==> config.mk <==
export PLATFORM = sky130hd
export DESIGN_NAME = apb_ram_arbiter
export DESIGN_NICKNAME = d
export VERILOG_FILES = /design/src/rtl/apb_ram_arbiter_pkg.sv /design/src/rtl/apb_ram_arbiter_rr.sv /design/src/rtl/apb_ram_arbiter.sv
export SDC_FILE = /design/constraint.sdc
export NUM_CORES = 1
export LEC_CHECK = 0
export CAP_MARGIN = 40
export CORE_MARGIN = 1
export CORE_UTILIZATION = 30
export DETAILED_ROUTE_END_ITERATION = 16
export DONT_BUFFER_PORTS = 1
export HOLD_SLACK_MARGIN = 0.02
export PLACE_DENSITY_LB_ADDON = 0.3
export SLEW_MARGIN = 20
export SYNTH_ARGS = -nofsm -noshare
export SYNTH_HDL_FRONTEND = slang
export SYNTH_SLANG_ARGS = --single-unit
export TNS_END_PERCENT = 50
==> constraint.sdc <==
create_clock -name PCLK -period 3.1 [get_ports PCLK]
set_input_delay 0.31 -clock PCLK [delete_from_list [all_inputs] [get_ports PCLK]]
set_output_delay 0.31 -clock PCLK [all_outputs]
set_load 0.1 [all_outputs]
==> src/rtl/apb_ram_arbiter_pkg.sv <==
// Shared types and constants for the two-client APB RAM arbiter.
package apb_ram_arbiter_pkg;

    typedef enum logic [1:0] {
        IDLE   = 2'd0,
        SETUP  = 2'd1,
        ACCESS = 2'd2
    } apb_state_t;

    localparam logic CLIENT0 = 1'b0;
    localparam logic CLIENT1 = 1'b1;

    localparam int DEFAULT_DATA_WIDTH = 32;
    localparam int DEFAULT_ADDR_WIDTH = 10;

    // Maps a client index to its {done1, done0} pulse pattern.
    function automatic logic [1:0] client_onehot(input logic client);
        return (client == CLIENT1) ? 2'b10 : 2'b01;
    endfunction

endpackage

==> src/rtl/apb_ram_arbiter_rr.sv <==
// Two-way round-robin grant: combinational winner, preference pointer
// that moves to the other client whenever a grant is accepted.
module apb_rr_arbiter_2
    import apb_ram_arbiter_pkg::*;
(
    input  logic       PCLK,
    input  logic       PRESET,
    input  logic [1:0] req,
    input  logic       accept,
    output logic       grant
);

    logic prefer;

    always_comb begin
        grant = CLIENT0;
        if (req == 2'b11) begin
            grant = prefer;
        end else if (req[1]) begin
            grant = CLIENT1;
        end
    end

    always_ff @(posedge PCLK or posedge PRESET) begin
        if (PRESET) begin
            prefer <= CLIENT0;
        end else if (accept) begin
            prefer <= ~grant;
        end
    end

endmodule

==> src/rtl/apb_ram_arbiter.sv <==
// Two-client APB master sharing one APB RAM slave, round-robin arbitrated.
// Optional ACCESS-phase timeout abort enabled by defining APB_TIMEOUT_EN.
module apb_ram_arbiter
    import apb_ram_arbiter_pkg::*;
#(
    parameter int DATA_WIDTH     = DEFAULT_DATA_WIDTH,
    parameter int ADDR_WIDTH     = DEFAULT_ADDR_WIDTH,
    parameter int TIMEOUT_CYCLES = 16
) (
    input  logic                  PCLK,
    input  logic                  PRESET,
    input  logic                  req0,
    input  logic                  we0,
    input  logic [ADDR_WIDTH-1:0] addr0,
    input  logic [DATA_WIDTH-1:0] wdata0,
    input  logic                  req1,
    input  logic                  we1,
    input  logic [ADDR_WIDTH-1:0] addr1,
    input  logic [DATA_WIDTH-1:0] wdata1,
    output logic                  done0,
    output logic                  done1,
    output logic [DATA_WIDTH-1:0] rdata,
    output logic                  err,
    output logic                  PSEL,
    output logic                  PENABLE,
    output logic                  PWRITE,
    output logic [ADDR_WIDTH-1:0] PADDR,
    output logic [DATA_WIDTH-1:0] PWDATA,
    input  logic [DATA_WIDTH-1:0] PRDATA,
    input  logic                  PREADY,
    input  logic                  PSLVERR
);

    apb_state_t state;
    logic       granted;
    logic       grant;
    logic       accept;

`ifdef APB_TIMEOUT_EN
    localparam int TW = $clog2(TIMEOUT_CYCLES + 1);
    logic [TW-1:0] tcount;
`endif

    // The pointer only advances when IDLE actually latches a winner.
    assign accept = (state == IDLE) && (req0 || req1);

    apb_rr_arbiter_2 u_rr (
        .PCLK   (PCLK),
        .PRESET (PRESET),
        .req    ({req1, req0}),
        .accept (accept),
        .grant  (grant)
    );

    always_ff @(posedge PCLK or posedge PRESET) begin
        if (PRESET) begin
            state   <= IDLE;
            granted <= CLIENT0;
            done0   <= 1'b0;
            done1   <= 1'b0;
            rdata   <= '0;
            err     <= 1'b0;
            PSEL    <= 1'b0;
            PENABLE <= 1'b0;
            PWRITE  <= 1'b0;
            PADDR   <= '0;
            PWDATA  <= '0;
`ifdef APB_TIMEOUT_EN
            tcount  <= '0;
`endif
        end else begin
            done0 <= 1'b0;
            done1 <= 1'b0;
            case (state)
                IDLE: begin
                    PSEL    <= 1'b0;
                    PENABLE <= 1'b0;
                    if (accept) begin
                        granted <= grant;
                        PWRITE  <= (grant == CLIENT1) ? we1    : we0;
                        PADDR   <= (grant == CLIENT1) ? addr1  : addr0;
                        PWDATA  <= (grant == CLIENT1) ? wdata1 : wdata0;
                        PSEL    <= 1'b1;
                        state   <= SETUP;
`ifdef APB_TIMEOUT_EN
                        tcount  <= '0;
`endif
                    end
                end
                SETUP: begin
                    PENABLE <= 1'b1;
                    state   <= ACCESS;
                end
                ACCESS: begin
                    if (PREADY) begin
                        rdata            <= PWRITE ? '0 : PRDATA;
                        err              <= PSLVERR;
                        {done1, done0}   <= client_onehot(granted);
                        PSEL             <= 1'b0;
                        PENABLE          <= 1'b0;
                        state            <= IDLE;
`ifdef APB_TIMEOUT_EN
                    end else if (tcount == TW'(TIMEOUT_CYCLES - 1)) begin
                        rdata            <= '0;
                        err              <= 1'b1;
                        {done1, done0}   <= client_onehot(granted);
                        PSEL             <= 1'b0;
                        PENABLE          <= 1'b0;
                        state            <= IDLE;
                    end else begin
                        tcount           <= tcount + TW'(1);
`endif
                    end
                end
                default: begin
                    PSEL    <= 1'b0;
                    PENABLE <= 1'b0;
                    state   <= IDLE;
                end
            endcase
        end
    end

endmodule

After elaboration in Yosys (flattened, before gate mapping)
Index checks and enable logic that the tools add are counted.
Widths: inputs -> output; s select.
{ "word_totals": {"register_bits": 84, "in_bits": 124, "out_inout_bits": 80, "word_cells": 44} }
{ "op_classes": {"eq_ne": 5, "n_mux": 18, "n_bitwise": 2, "n_reduce_logical": 7} }
{ "op_table": {"columns": ["cell", "count"], "rows": [
  ["$mux 32", 2],
  ["$mux 10", 1],
  ["$mux 1", 9],
  ["$reduce_and 2->1", 4],
  ["$mux 2", 3],
  ["$pmux 2 s3", 1],
  ["$eq 2x2->1 const B", 2],
  ["$ne 2x2->1 const B", 2],
  ["$pmux 1 s3", 1],
  ["$eq 2x1->1 const B", 1],
  ["$logic_not 2->1", 1],
  ["$not 1->1", 2],
  ["$pmux 1 s2", 1],
  ["$logic_and 1x1->1", 1],
  ["$logic_or 1x1->1", 1]
]} }

Depth between registers and ports, before layout
{ "logic_depth": {"word_depth": 4, "ltp_mapped": 6, "depth_no_buf": 3} }

Cells and area by module
A second synthesis with hierarchy kept.
{ "unflattened": {"cells_unflattened": 306, "area_unflattened_um2": 3836.2} }
{ "by_module_without_submodules": {"columns": ["module", "instances", "cells_per_inst", "area_each_um2"], "rows": [
  ["apb_ram_arbiter", 1, 300, 3776.1],
  ["apb_rr_arbiter_2", 1, 6, 60.1]
]} }

Worst setup path after synthesis
OpenSTA, ideal clock, no wires.
{ "synth_timing": {"path_type": "register to register", "from": "register PWRITE", "to": "register rdata[0]", "setup_time_ns": 0.135, "arrival_time_ns": 1.384, "required_ns": 2.965, "slack_ns": 1.582, "path_stages_with_launch": 4, "period_less_slack_ns": 1.518, "path_cell_list": "dfrtp_1 clkbuf_1 nand2b_1 o21ai_0"} }
{ "synth_via": {"elab_chain_cells": 1} }
{ "synth_lines": {"columns": ["item", "line", "text"], "rows": [
  ["from (decl)", "apb_ram_arbiter.sv:26", "output logic PWRITE,"],
  ["from (signal assigned)", "apb_ram_arbiter.sv:80", "PWRITE <= (grant == CLIENT1) ? we1 : we0;"],
  ["$mux 32", "apb_ram_arbiter.sv:96", "rdata <= PWRITE ? '0 : PRDATA;"],
  ["to (signal assigned)", "apb_ram_arbiter.sv:96", null],
  ["to (decl)", "apb_ram_arbiter.sv:22", "output logic [DATA_WIDTH-1:0] rdata,"]
]} }
Every way passes these cells.
A chain may end at the register's enable or synchronous reset.

Worst setup path after layout
{ "layout_timing": {"from": "register PADDR[2]", "to": "output PADDR[2]"} }
{ "layout_lines": {"columns": ["item", "line", "text"], "rows": [
  ["from (decl)", "apb_ram_arbiter.sv:27", "output logic [ADDR_WIDTH-1:0] PADDR,"],
  ["from (signal assigned)", "apb_ram_arbiter.sv:81", "PADDR <= (grant == CLIENT1) ? addr1 : addr0;"]
]} }
No word-level cell between the ends.

==> reports/qor.yml <==
r2r_cells: 4
status: "complete, no violations"
tightestPinTransition_ps: 913.1
path_depth: 0
start_util_pct: 31.31
clk_path_buf_depth: 2
area_growth_pct: 63.53
fin_worst_skew_ps: 5.798
drive_above_1_share_pct: 17.29
cts_buffers: 9
synth.distinct_cells: 20
min_period_ps: 1597
routed_wl_mm: 11.94
fillCellCount: 1044
h-tree-depth: 3
drc: 0
finalSetupViolations: 0
worstHoldPathCells: 1
synth_seq_cells: 84
yosysTopAreaCell: "dfrtp_1"
drt-initial-drc-count: 291
synth_ff_type: "dfrtp_1"
hold_path_class: "in -> reg"
grt_max_degree: 68
synth.cell_area_mm2: 0.003839
antenna_found_initial: 0
wl_per_cell_um: 17.05
placed_cells: 647
synth.avg_cell_area_um2: 9.205
slew_viol_final: 0
gr-usage-all-layers_pct: 17.21
overflow: 0
die_area_mm2: 0.01325
cts_tree: "built"
synth_edf_count: 0
io_pins: 204
async_flop_share_pct: 100.0
fmax_mhz: 626.2
port_buffers: 0
layout_worst_path_cycle_share_pct: 51.51
insertion_delay_ps: 340
rows: 40
ys_seq_area_share_pct: 54.76
routabilityCongestion: 0.7238
worstPathArrival_ps: 1290
maxCapViolations: 0
viasPerCell: 5.110
cts_resized: 0
die_w_um: 115.1
synth_most_common_cell: "dfrtp_1"
syn_inst: 417
post-cts-setup-buffers: 0
instances_no_fill: 700
slew_headroom_pct: 39.12
dieHeight_um: 115.1
dr.pass1.iters: 4
tns_ps: 0
fin_area_mm2: 0.006277
dp.final_hpwl_mm: 7.816
finalHoldViolations: 0
hold_ws_ps: 60.76
grt_pass1_wl_mm: 17.06
synth_area_leaders: "dfrtp_1 (55%), o21ai_0 (10%), a31oi_1 (7.2%), a21oi_1 (5.7%), nand3_1 (5.7%)"
path_clk_slew_ps: 60
cp_max_fo: 2
cp-end-kind: "output pin"
grt_pass1_vias: 3324
yosys_warnings: 0
place_area_mm2: 0.005562
worst-setup-path-type: "reg -> out"
ctsRootBufferMaster: "clkbuf_16"
rsz0062_at_grt: "false"
core_area_mm2: 0.01226
crit_path_start_kind: "flop"
syn_nets: 541
clock_sinks: 84
critPathRequiredTime_ps: 2790
antenna_left: 0
vias: 3577
diodes: 0
synth_top_area_share_pct: 54.76
synth_commonest_cells: "dfrtp_1 (84), o21ai_0 (77), a21oi_1 (44), a31oi_1 (44), nand3_1 (44)"
layout.nets: 653
final timing paths:
check | start | slack, ps | end
max | PADDR[2] | 1500 | PADDR[2]
min reg2reg | granted | 430 | done0
max in group asynchronous | PRESET | 1890 | PWDATA[9]
max reg2reg | u_rr.prefer | 1510 | PADDR[5]
min | PREADY | 60 | PENABLE
min in group asynchronous | PRESET | 510 | PADDR[3]
sequential cells by signal, summed over array words and instances (netlist names):
register / flops
PADDR: 10
PENABLE: 1
PSEL: 1
PWDATA: 32
PWRITE: 1
done0: 1
done1: 1
err: 1
granted: 1
rdata: 32
state: 2
u_rr.prefer: 1
layer usage:
layer / vias up / share of wire, % / track usage (%)
li1: 1712 / - / -
met1: 1662 / 40 / 18.98
met2: 190 / 49 / 29.36
met3: 13 / 9.6 / 6.062
met4: 0 / 1.9 / 8.745
met5: - / 0 / 0
through the flow:
stage	util [%]	setup WS (ps)
after floorplan	-	624.9
final	51.19	1503
after CTS	47.48	1462
after detailed placement	45.36	1471
after global placement	31.80	1477
after global routing	51.19	1381
worst reg2reg max path, stage by stage, from the launching register on:
cell	delay (ps)
dfrtp_1	410
nor2b_2	350
buf_4	380
o21ai_0	160
a31oi_1	210
logic make-up after synthesis:
kind of cell / count (synthesis) / synth area share, %
simple gates: 118 / 15.61
mux: 1 / 0.2933
compound gates: 167 / 23.34
flops: 84 / 54.76
buf+inv: 47 / 5.997
area by class of cell:
cell class | count | area (um2) | share of cell area [%]
Timing Repair Buffer | 144 | 2178 | 34.70
Sequential cell | 84 | 2103 | 33.51
Multi-Input combinational cell | 286 | 1519 | 24.20
Clock buffer | 12 | 236.5 | 3.767
Tap cell | 168 | 210.2 | 3.349
Inverter | 4 | 16.27 | 0.2591
Clock inverter | 2 | 13.76 | 0.2193
layout by cell type (no fill, tap or decap), types with 3 or more instances in the layout:
master,count
a21oi_1,44
a31oi_1,44
buf_1,45
buf_16,59
buf_4,4
clkbuf_1,27
clkbuf_16,17
dfrtp_1,83
inv_1,3
nand2_1,32
nand2b_1,34
nand3_1,44
o21ai_0,77
timing repair:
| action | CTS | global route |
|---|---|---|
| endpoints found under the setup margin | 0 | 0 |
| hold endpoints to repair | 35 | 0 |
| hold buffers | 1 | 0 |
Power is left out: the tool's default activity adds up to more than one toggle a clock period on the data nets, which glitch-free logic cannot reach.
